### src/rtl/byte_serial_adder_pkg.sv
// Shared constants for the byte-serial multi-byte adder:
// FSM state encodings, byte width and an index-width helper.
package byte_serial_adder_pkg;

  localparam logic [1:0] S_IDLE = 2'd0;
  localparam logic [1:0] S_ADD  = 2'd1;
  localparam logic [1:0] S_DONE = 2'd2;

  localparam int BYTE_W = 8;

  // Bits needed to index n bytes; never less than one.
  function automatic int clog2(input int n);
    int r;
    r = 0;
    while ((1 << r) < n) r++;
    return (r < 1) ? 1 : r;
  endfunction

endpackage

### src/rtl/byte_serial_adder_byte_add.sv
// Existing 8-bit byte adder: purely combinational A+B+carry-in.
// Ports: i_a, i_b (bytes), i_cin -> o_sum (byte), o_cout.
module byte_serial_adder_byte_add
  import byte_serial_adder_pkg::*;
(
  input  logic [BYTE_W-1:0] i_a,
  input  logic [BYTE_W-1:0] i_b,
  input  logic              i_cin,
  output logic [BYTE_W-1:0] o_sum,
  output logic              o_cout
);

  logic [BYTE_W:0] w_full;

  assign w_full = {1'b0, i_a} + {1'b0, i_b} + {{BYTE_W{1'b0}}, i_cin};
  assign o_sum  = w_full[BYTE_W-1:0];
  assign o_cout = w_full[BYTE_W];

endmodule

### src/rtl/byte_serial_adder.sv
// N-byte adder using one 8-bit byte adder, LSB first, one byte per cycle.
// Ports: clk, rst (async high), start, a, b, cin -> busy, done, sum, cout.
// Optional BYTE_SERIAL_SUB_EN adds input sub: result becomes a-b, cout=1
// meaning no borrow.
module byte_serial_adder
  import byte_serial_adder_pkg::*;
#(
  parameter int NBYTES = 4
) (
  input  logic                     clk,
  input  logic                     rst,
  input  logic                     start,
  input  logic [BYTE_W*NBYTES-1:0] a,
  input  logic [BYTE_W*NBYTES-1:0] b,
  input  logic                     cin,
`ifdef BYTE_SERIAL_SUB_EN
  input  logic                     sub,
`endif
  output logic                     busy,
  output logic                     done,
  output logic [BYTE_W*NBYTES-1:0] sum,
  output logic                     cout
);

  localparam int W     = BYTE_W * NBYTES;
  localparam int IDX_W = clog2(NBYTES);
  localparam logic [IDX_W-1:0] LAST = IDX_W'(NBYTES - 1);

  logic [1:0]        r_state;
  logic [W-1:0]      r_a;
  logic [W-1:0]      r_b;
  logic              r_carry;
  logic [IDX_W-1:0]  r_idx;
  logic [W-1:0]      r_sum;
  logic              r_cout;

  logic [BYTE_W-1:0] w_a_byte;
  logic [BYTE_W-1:0] w_b_raw;
  logic [BYTE_W-1:0] w_b_byte;
  logic [BYTE_W-1:0] w_sum_byte;
  logic              w_cout;
  logic              w_init_carry;

  assign w_a_byte = r_a[{r_idx, 3'b000} +: BYTE_W];
  assign w_b_raw  = r_b[{r_idx, 3'b000} +: BYTE_W];

`ifdef BYTE_SERIAL_SUB_EN
  logic r_sub;

  // Two's complement subtract: invert B, seed carry with 1.
  assign w_b_byte     = w_b_raw ^ {BYTE_W{r_sub}};
  assign w_init_carry = sub | cin;

  always_ff @(posedge clk or posedge rst) begin
    if (rst)
      r_sub <= 1'b0;
    else if (r_state == S_IDLE && start)
      r_sub <= sub;
  end
`else
  assign w_b_byte     = w_b_raw;
  assign w_init_carry = cin;
`endif

  byte_serial_adder_byte_add u_byte_add (
    .i_a    (w_a_byte),
    .i_b    (w_b_byte),
    .i_cin  (r_carry),
    .o_sum  (w_sum_byte),
    .o_cout (w_cout)
  );

  always_ff @(posedge clk or posedge rst) begin
    if (rst) begin
      r_state <= S_IDLE;
      r_a     <= '0;
      r_b     <= '0;
      r_carry <= 1'b0;
      r_idx   <= '0;
      r_sum   <= '0;
      r_cout  <= 1'b0;
    end else begin
      unique case (r_state)
        S_IDLE: begin
          if (start) begin
            r_a     <= a;
            r_b     <= b;
            r_carry <= w_init_carry;
            r_idx   <= '0;
            r_state <= S_ADD;
          end
        end
        S_ADD: begin
          r_sum[{r_idx, 3'b000} +: BYTE_W] <= w_sum_byte;
          r_carry <= w_cout;
          r_idx   <= r_idx + 1'b1;
          if (r_idx == LAST) begin
            r_cout  <= w_cout;
            r_state <= S_DONE;
          end
        end
        S_DONE: begin
          r_state <= S_IDLE;
        end
        default: begin
          r_state <= S_IDLE;
        end
      endcase
    end
  end

  assign busy = (r_state == S_ADD);
  assign done = (r_state == S_DONE);
  assign sum  = r_sum;
  assign cout = r_cout;

endmodule
### config.mk
export PLATFORM = sky130hd
export DESIGN_NAME = byte_serial_adder
export DESIGN_NICKNAME = d
export VERILOG_FILES = /design/src/rtl/byte_serial_adder_pkg.sv /design/src/rtl/byte_serial_adder_byte_add.sv /design/src/rtl/byte_serial_adder.sv
export SDC_FILE = /design/constraint.sdc
export NUM_CORES = 1
export LEC_CHECK = 0
export ABC_AREA = 1
export CORE_ASPECT_RATIO = 2
export CORE_MARGIN = 8
export CORE_UTILIZATION = 50
export DETAILED_ROUTE_END_ITERATION = 12
export GPL_ROUTABILITY_DRIVEN = 0
export PLACE_DENSITY = 0.79
export SETUP_SLACK_MARGIN = 0.4
export SLEW_MARGIN = 20
export SYNTH_ARGS = -nofsm -noshare
export SYNTH_HDL_FRONTEND = slang
export SYNTH_SLANG_ARGS = --single-unit
### constraint.sdc
create_clock -name clk -period 5.6 [get_ports clk]
set_clock_uncertainty 0.05 [all_clocks]
set_input_delay 1.68 -clock clk [delete_from_list [all_inputs] [get_ports clk]]
set_output_delay 1.68 -clock clk [all_outputs]
set_load 0.02 [all_outputs]
==> qor.csv <==
stage,metric,value,unit
outcome,run_status,completed,
clocking,cts-buffers-inserted,9,
timing,finalCriticalPeriod,3.73,ns
worst_setup_path,critical_path_buf_inv_count,3,
layout,flow.area_growth_from_synthesis,29.1,%
timing,finalHoldViolations,0,
place,placedCellCount,686,
worst_setup_path,setup.worst_path.end_class,primary output,
floorplanning,floorplan.core_area,9640,um^2
route,wirelength,11700,um
timing,finalCritPeriodShare,0.666,
clocking,ctsResizeCount,0,
worst_setup_path,crit_cells,4,
timing,hold_slack,0.427,ns
place,half_perimeter_wire_length_after_placement,8710,um
worst_setup_path,worstPathCellList,inv_2 -> nand2_1 -> inv_2 -> clkdlybuf4s50_1,
layout,num_antenna_cells,0,
min_path,hold_path_depth,2,
floorplanning,initial_utilization,0.507,
grt,maximum_number_of_pins_on_one_net_before_global_route_repair,84,
logic_synthesis,sequential_area_share_after_synthesis,0.522,
logic_synthesis,syn-cell-area,4890,um^2
logic_synthesis,synthMostInstantiatedCell,sky130_fd_sc_hd__dfrtp_1,
route,drt_pass1_iterations,6,
worst_setup_path,cell_depth_of_the_worst_flop_to_flop_path,11,
worst_setup_path,cp.required,3.87,ns
power,vdd.ir_drop.worst,0.418,mV
worst_setup_path,slowest_cp_cell,sky130_fd_sc_hd__clkdlybuf4s50_1,
timing,slew_viol_final,0,
layout,nNetsFinal,648,
worst_setup_path,startpoint_type,flop,
clocking,clock_latency,0.35,ns
floorplanning,die_area,13400,um^2
clocking,post-cts-setup-buffers,0,
floorplanning,floorplan.io_pins,103,
logic_synthesis,yosysTopAreaCellShare,0.522,
logic_synthesis,flops_latches_synth,102,
worst_setup_path,end_of_the_worst_register_to_register_path,sum[12],
timing,setup_viol_count_final,0,
floorplanning,chipHeight,156,um
worst_setup_path,arrival,2.00,ns
logic_synthesis,synth.top_cells.by_count,"sky130_fd_sc_hd__dfrtp_1, sky130_fd_sc_hd__nand2_1, sky130_fd_sc_hd__mux2_2",
clocking,htree_num_levels,3,
logic_synthesis,synth_top_cell_by_area,sky130_fd_sc_hd__dfrtp_1,
route,drt-vias-per-instance,5.29,
worst_setup_path,crit_path_end,busy,
clocking,cts_buffer_depth,2,
logic_synthesis,synth.lib_cells_used.distinct,29,
grt,first_global_vias,3980,
route,route.vias.total,3716,
min_path,timing.hold.worst.class,flop to flop,
route,dr.first_iter.drc_count,271,
clocking,post_cts_hold_buffer_count,0,
logic_synthesis,synth_fp_nets,553,
worst_setup_path,regToRegSetupSlack,2.25,ns
place,place.port_buffers,102,
route,post-route-drc-count,0,
logic_synthesis,netlist_top_cells_area,"sky130_fd_sc_hd__dfrtp_1, sky130_fd_sc_hd__mux2_2, sky130_fd_sc_hd__nand2_1",
layout,instances_no_fill,702,
worst_setup_path,worstReg2RegStart,r_idx[1],
clocking,cts_tree,built,
timing,slew_headroom,0.330,
grt,track_usage,0.183,
logic_synthesis,postSynthCellCount,470,
layout,drive_above_1_share,0.165,
timing,fmaxAchievable,268,MHz
worst_setup_path,critical_path_class,flop to primary output,
grt,grt_antenna_before_repair,0,
layout,final_core_utilization,0.655,
flow_run,cap_violations,0,
timing,tightest_slew,1.01,ns
worst_setup_path,worst_setup_path_startpoint,r_state[1],
worst_setup_path,critical_path.most_common_cell,sky130_fd_sc_hd__inv_2,
logic_synthesis,dominantRegCellSynth,sky130_fd_sc_hd__dfrtp_1,
power,p_total,4.24,mW
route,post_drt_wl_per_cell,16.6,um
worst_setup_path,critical_path.max_fanout,11,
clocking,cts_root_buf,sky130_fd_sc_hd__clkbuf_16,
grt,grt_pass1_wl,19100,um
route,route.antenna.remaining_nets,0,
power,powerDensity,673,nW/um^2
timing,grt_setup_unrepaired,no,
clocking,numClockSinks,102,
worst_setup_path,critical-path-top-delay-family,buffers and inverters,
logic_synthesis,synth.yosys.warnings,0,
floorplanning,rows,51,
logic_synthesis,avgSynthCellArea,10.4,um^2
power,total_leakage_power,2.92,nW
logic_synthesis,synth_async_sr_flop_share,1.00,
clocking,clk_transition_reported_paths,0.07,ns
grt,gr-total-overflow,0,
layout,fillers,737,
timing,totalNegativeSetupSlack,0,ns
floorplanning,die_width,85.9,um
worst_setup_path,worst_path_largest_cell_delay,0.65,ns
logic_synthesis,synth_enable_flop_cells,0,
[layout by cell type (no fill, tap or decap)]
master	count
sky130_fd_sc_hd__a32oi_1	2
sky130_fd_sc_hd__nand4_2	1
sky130_fd_sc_hd__nand2_1	90
sky130_fd_sc_hd__a22o_1	2
sky130_fd_sc_hd__clkbuf_16	9
sky130_fd_sc_hd__clkbuf_8	1
sky130_fd_sc_hd__dfrtp_1	102
sky130_fd_sc_hd__nand4_1	11
sky130_fd_sc_hd__o22ai_1	15
sky130_fd_sc_hd__clkbuf_1	1
sky130_fd_sc_hd__mux2_4	15
sky130_fd_sc_hd__clkinv_2	1
sky130_fd_sc_hd__xnor2_1	2
sky130_fd_sc_hd__fa_1	2
sky130_fd_sc_hd__nor3_4	1
sky130_fd_sc_hd__ha_1	13
sky130_fd_sc_hd__inv_6	2
sky130_fd_sc_hd__nor2_1	37
sky130_fd_sc_hd__o31ai_1	2
sky130_fd_sc_hd__xor2_1	1
sky130_fd_sc_hd__nand3_1	15
sky130_fd_sc_hd__nand3_4	1
sky130_fd_sc_hd__nand2_4	1
sky130_fd_sc_hd__clkinvlp_4	1
sky130_fd_sc_hd__inv_2	7
sky130_fd_sc_hd__o21ai_1	3
sky130_fd_sc_hd__clkdlybuf4s50_1	102
sky130_fd_sc_hd__mux2_2	48
sky130_fd_sc_hd__inv_1	31
sky130_fd_sc_hd__o21ai_0	38
sky130_fd_sc_hd__a21oi_1	7
sky130_fd_sc_hd__bufinv_16	2
sky130_fd_sc_hd__nor2_4	2
sky130_fd_sc_hd__buf_4	2
[kinds of logic (layout without fill, tap and decap cells)]
kind of cell    count (synthesis)  after routing  synth area share
simple gates                  159            159             0.142
mux                            63             63             0.157
flops                         102            102             0.522
fa+ha+maj                      15             15            0.0415
xor+xnor                        3              3           0.00538
compound gates                 69             69            0.0786
buf+inv                        59            159            0.0535
[metrics by stage]
| step | worst slack [ns] | cell area (um^2) |
|---|---|---|
| 2_1_floorplan | 1.19 | 4890 |
| 3_3_place_gp | 1.88 | 5980 |
| 3_5_place_dp | 1.85 | 5980 |
| 4_1_cts | 1.86 | 6310 |
| 5_1_grt | 1.79 | 6310 |
| 6_report | 1.87 | 6310 |
[state kept, by name, indices dropped and copies added, names as in the netlist]
name,count
r_state,2
cout,1
r_carry,1
r_idx,2
r_a,32
r_b,32
sum,32
[area by class of cell]
cell class                 count  area, um^2  share of cell area
multi-input combinational    309        2080               0.330
clock buffer                  11         243              0.0385
tap                          132         165              0.0262
sequential                   102        2550               0.405
timing repair buffer         104        1040               0.164
inverter                      39         151              0.0240
clock inverter                 5        81.3              0.0129
[layer usage]
layer / global-route usage / part of all wire / up-vias
met5: 0 / 0 / -
met4: 0.105 / 0.039 / 0
met3: 0.0359 / 0.049 / 30
met2: 0.333 / 0.56 / 120
met1: 0.187 / 0.36 / 1794
li1: - / - / 1772
[where the power goes]
part	switching, mW	total, mW	internal [mW]	leakage, nW
combinational	1.37	2.32	0.944	1.50
sequential	0.194	1.26	1.07	1.27
clock	0.262	0.666	0.404	0.156
total	1.83	4.24	2.42	2.92
[tightest hold or removal path, cell delays in order (launching register included)]
cell and delay, ns:
sky130_fd_sc_hd__dfrtp_1 0.34, sky130_fd_sc_hd__nand2_1 0.05, sky130_fd_sc_hd__nand2_1 0.05
[how the worst min path moves through the flow]
stage            start       to  slack, ns
2_1_floorplan  r_a[23]  r_a[23]       0.42
3_3_place_gp   sum[15]  sum[15]       0.41
3_5_place_dp   sum[20]  sum[20]       0.42
4_1_cts        sum[20]  sum[20]       0.43
5_1_grt        sum[13]  sum[13]       0.45
6_report       sum[11]  sum[11]       0.43
Note: power is estimated with default switching activity, not from simulation.
